[src/rtl/if_id_pair_queue.sv]
// Dual-issue IF/ID boundary: a small circular queue of fetched instruction pairs
// feeding decode, with stall back-pressure and a flush on execute redirects.
module if_id_pair_queue #(
    parameter int          DEPTH = 4,
    parameter logic [31:0] NOP   = 32'h00000013
) (
    input  logic                       clk,
    input  logic                       rst,
    input  logic                       en,
    input  logic [31:0]                InstrF1,
    input  logic [31:0]                PCF1,
    input  logic [31:0]                PCPlus8F1,
    input  logic [31:0]                InstrF2,
    input  logic [31:0]                PCF2,
    input  logic [31:0]                PCPlus8F2,
    input  logic                       StallD,
    input  logic                       FlushD,
    output logic [31:0]                InstrD1,
    output logic [31:0]                PCD1,
    output logic [31:0]                PCPlus8D1,
    output logic [31:0]                InstrD2,
    output logic [31:0]                PCD2,
    output logic [31:0]                PCPlus8D2,
    output logic                       ValidD,
    output logic                       FullF,
    output logic [$clog2(DEPTH):0]     CountQ
);

    localparam int AW = $clog2(DEPTH);
    localparam int CW = AW + 1;
    localparam logic [CW-1:0] FULL_COUNT = CW'(DEPTH);

    logic [31:0] instr1_mem [DEPTH];
    logic [31:0] pc1_mem    [DEPTH];
    logic [31:0] pc8_1_mem  [DEPTH];
    logic [31:0] instr2_mem [DEPTH];
    logic [31:0] pc2_mem    [DEPTH];
    logic [31:0] pc8_2_mem  [DEPTH];

    logic [AW-1:0] wr_ptr;
    logic [AW-1:0] rd_ptr;
    logic [CW-1:0] count;
    logic          push;
    logic          pop;

    assign FullF  = (count == FULL_COUNT);
    assign ValidD = (count != '0);
    assign CountQ = count;

    // Full is judged on the registered count, so a pop cannot make room for a same-cycle push.
    assign push = en & ~FullF & ~FlushD;
    assign pop  = ValidD & ~StallD & ~FlushD;

    always_ff @(posedge clk or posedge rst) begin
        if (rst) begin
            wr_ptr <= '0;
            rd_ptr <= '0;
            count  <= '0;
        end else if (FlushD) begin
            wr_ptr <= '0;
            rd_ptr <= '0;
            count  <= '0;
        end else begin
            if (push) begin
                wr_ptr <= wr_ptr + 1'b1;
            end
            if (pop) begin
                rd_ptr <= rd_ptr + 1'b1;
            end
            if (push && !pop) begin
                count <= count + 1'b1;
            end else if (pop && !push) begin
                count <= count - 1'b1;
            end
        end
    end

    // Payload needs no reset: stale entries are hidden by ValidD on the read side.
    always_ff @(posedge clk) begin
        if (push) begin
            instr1_mem[wr_ptr] <= InstrF1;
            pc1_mem[wr_ptr]    <= PCF1;
            pc8_1_mem[wr_ptr]  <= PCPlus8F1;
            instr2_mem[wr_ptr] <= InstrF2;
            pc2_mem[wr_ptr]    <= PCF2;
            pc8_2_mem[wr_ptr]  <= PCPlus8F2;
        end
    end

    always_comb begin
        InstrD1   = NOP;
        PCD1      = '0;
        PCPlus8D1 = '0;
        InstrD2   = NOP;
        PCD2      = '0;
        PCPlus8D2 = '0;
        if (ValidD) begin
            InstrD1   = instr1_mem[rd_ptr];
            PCD1      = pc1_mem[rd_ptr];
            PCPlus8D1 = pc8_1_mem[rd_ptr];
            InstrD2   = instr2_mem[rd_ptr];
            PCD2      = pc2_mem[rd_ptr];
            PCPlus8D2 = pc8_2_mem[rd_ptr];
        end
    end

endmodule
[config.mk]
export PLATFORM = sky130hd
export DESIGN_NAME = if_id_pair_queue
export DESIGN_NICKNAME = d
export VERILOG_FILES = /design/src/rtl/if_id_pair_queue.sv
export SDC_FILE = /design/constraint.sdc
export NUM_CORES = 1
export LEC_CHECK = 0
export ABC_AREA = 1
export BUFFER_PORTS_ARGS = -buffer_cell sky130_fd_sc_hd__buf_2
export CORE_MARGIN = 3
export CORE_UTILIZATION = 40
export CTS_CLUSTER_DIAMETER = 80
export CTS_CLUSTER_SIZE = 10
export DETAILED_ROUTE_END_ITERATION = 10
export GPL_ROUTABILITY_DRIVEN = 0
export PLACE_DENSITY_LB_ADDON = 0.12
export SLEW_MARGIN = 30
export SYNTH_ARGS = -nofsm -noshare
export SYNTH_HDL_FRONTEND = slang
export SYNTH_SLANG_ARGS = --single-unit
[constraint.sdc]
create_clock -name clk -period 9.7 [get_ports clk]
set_input_delay 1.455 -clock clk [delete_from_list [all_inputs] [get_ports clk]]
set_output_delay 1.455 -clock clk [all_outputs]
set_load 0.02 [all_outputs]
==> impl_metrics.yaml <==
place:
  pre_cts_ws_ps: 4610
  dp_hpwl_um: 40400
  io_buffers: 393
power:
  cellLeakagePower_nw: 12.5
  worst_ir_drop_vdd_uv: 247
  pwr_density_cell_mw_per_mm2: 286
cts:
  post_cts_buffers: 0
  cts_made_buffers: 87
  insertion_delay_ps: 620
  holdBufCountCts: 0
  cts_tree: "yes"
  cts_root_buf: "clkbuf_16"
  cts_resized: 0
  htree_levels: 3
  clkTransAtPathRegs_ps: 50
  cts.sinks: 775
  clk_path_buf_depth: 3
grt:
  grt_overflow_total: 0
  first_global_vias: 18556
  grt_max_degree: 204
  antenna_found_initial: 25
  grt_pass1_wl_um: 112000
  track_usage_pct: 18.7
worst_setup_path:
  crit_fanout: 143
  r2r-end: "pc8_1_mem[2][17]"
  crit_top_cell: "buf_12"
  reg2regPathDepth: 7
  end_kind: "primary output"
  cp-startpoint: "rd_ptr[0]"
  arrival_ps: 3910
  r2r_slack_ps: 6080
  path_class: "flop to primary output"
  slowest_delay_ps: 670
  path_cells: "buf_12 > clkinv_8 > buf_16 > buf_4 > buf_12 > o21ai_1 > a21oi_1 > buf_2"
  cp-start-kind: "flop"
  slowest_stage: "dfrtp_4"
  r2r-start: "CountQ[2]"
  required_ps: 8250
hold_path:
  holdCritPathClass: "flop to flop"
  hold_start: "CountQ[0]"
  holdPathStages: 2
  whs_endpoint: "CountQ[0]"
detailed_routing:
  dr_total_vias: 18739
  dr.pass1.iters: 5
  postRouteWirelength_um: 75000
  dr.first_iter.drc_count: 1314
  ant_nets: 0
  wl_per_cell_um: 20.3
  remaining_drc_errors: 0
  vias_per_cell: 5.08
job:
  max_cap_viol_count: 0
sta:
  fmaxAchievable_mhz: 186
  setup_viol: 0
  slew_headroom_pct: 36.0
  rsz0062_at_grt: "no"
  finalHoldViolations: 0
  worst_slew_pin_slew_ps: 960
  fin_crit_sh_pct: 55.3
  period_minus_slack_ps: 5360
  finClkSkew_ps: 13.8
  fin_ws_ps: 4340
  drv_slew: 0
final_layout:
  final_core_util_pct: 47.4
  area_growth_pct: 17.2
  final_common_cell: "nor2_1"
  nets: 2892
  drive_above_1_share_pct: 19.7
  final_cell_mix: "nor2_1, edfxtp_1, buf_2, o21ai_1, a21oi_1"
floorplan:
  row_count: 100
  core_area_mm2: 0.0746
  die_w_um: 281
  start_util_pct: 40.4
  die_h_um: 281
  dieArea_mm2: 0.0787
  pin_count: 394
synthesis:
  ys_ff_latch: 775
  ys_seq_area_share_pct: 77.1
  netlist_area_mm2: 0.0302
  syn_avg_cell_area_um2: 13.0
  yosys_warnings: 0
  synthDistinctLibCells: 27
  syn_inst: 2325
  syn_nets: 2527
status:
  outcome: "finished, final reports clean"
flip-flops by register name (all words and copies together) (netlist names):
signal	count
instr1_mem	128
instr2_mem	128
pc1_mem	128
pc2_mem	128
pc8_1_mem	128
pc8_2_mem	128
CountQ	3
rd_ptr	2
wr_ptr	2
metrics by stage:
| step | instances | TNS (ps) | cell area, µm² | hold WS (ps) | total power, W |
|---|---|---|---|---|---|
| after CTS | 3669 | 0 | 35200 | 597 | 0.0102 |
| after floorplan | 2325 | -598410 | 30200 | 579 | 0.00620 |
| after detailed placement | 3565 | 0 | 32800 | 582 | 0.00734 |
| final | 3688 | 0 | 35300 | 592 | 0.0101 |
| after global placement | 3564 | 0 | 32800 | 583 | 0.00731 |
| after global routing | 3678 | 0 | 35300 | 653 | 0.0106 |
final cells by class:
class / count / area [µm²]
fillers: 6587 / 39200
flip-flops and latches: 775 / 23200
multi-input cells: 1383 / 6060
repair buffers: 424 / 2340
clock buffers: 98 / 2260
well taps: 969 / 1210
inverters: 19 / 93.8
clock inverters: 6 / 85.1
diodes: 14 / 35.0
critical path, delay by kind of cell, from the launching register on:
| kind | cells | cell delay, ps |
|---|---|---|
| AOI/OAI and AO/OA | 2 | 350 |
| DFF | 1 | 670 |
| buffers and inverters | 6 | 2080 |
layer usage:
layer | up-vias | wire length (µm) | track usage (%)
li1 | 8998 | - | -
met1 | 9130 | 32400 | 24.8
met2 | 457 | 36000 | 30.4
met3 | 130 | 4590 | 4.58
met4 | 24 | 1860 | 6.38
met5 | - | 166 | 0
Yosys cell counts:
cell | instances | area (µm²)
dfrtp_1 | 7 | 175
nand3b_1 | 1 | 7.51
a21oi_2 | 1 | 8.76
nor2_2 | 2 | 12.5
clkbuf_2 | 22 | 110
o21ai_1 | 292 | 1460
nor2_1 | 773 | 2900
inv_4 | 1 | 6.26
nand3_1 | 4 | 20.0
edfxtp_1 | 768 | 23100
buf_1 | 3 | 11.3
xor2_1 | 1 | 8.76
nand2_4 | 1 | 11.3
buf_2 | 56 | 280
ha_1 | 4 | 50.1
fa_1 | 1 | 20.0
o21ai_0 | 90 | 450
o311ai_1 | 3 | 26.3
nand2_1 | 17 | 63.8
o311ai_0 | 3 | 26.3
a21oi_1 | 189 | 946
buf_4 | 35 | 263
inv_1 | 16 | 60.1
inv_2 | 2 | 7.51
nand3_4 | 1 | 17.5
clkbuf_1 | 28 | 105
buf_6 | 4 | 45.0
worst max-delay path by stage:
stage	endpoint	slack (ps)
final	PCPlus8D1[27]	4340
after global routing	InstrD2[20]	4100
after CTS	PCD1[16]	3930
after detailed placement	PCD1[16]	4610
after global placement	PCD1[16]	4620
after floorplan	instr1_mem[0][0]	-780
cells by family after synthesis:
family,synth area share (%)
buffers and inverters,2.95
DFF,77.1
and+or+nand+nor,10.1
AOI/OAI and AO/OA,9.68
adders and majority gates,0.232
xor gates and xnor gates,0.0290
where the power goes:
group	internal [W]	switching (W)	total, W
Sequential	0.00390	0.0000787	0.00398
Clock	0.00163	0.00120	0.00284
Combinational	0.000876	0.00240	0.00328
No activity file was read; power rests on OpenSTA's default activity.
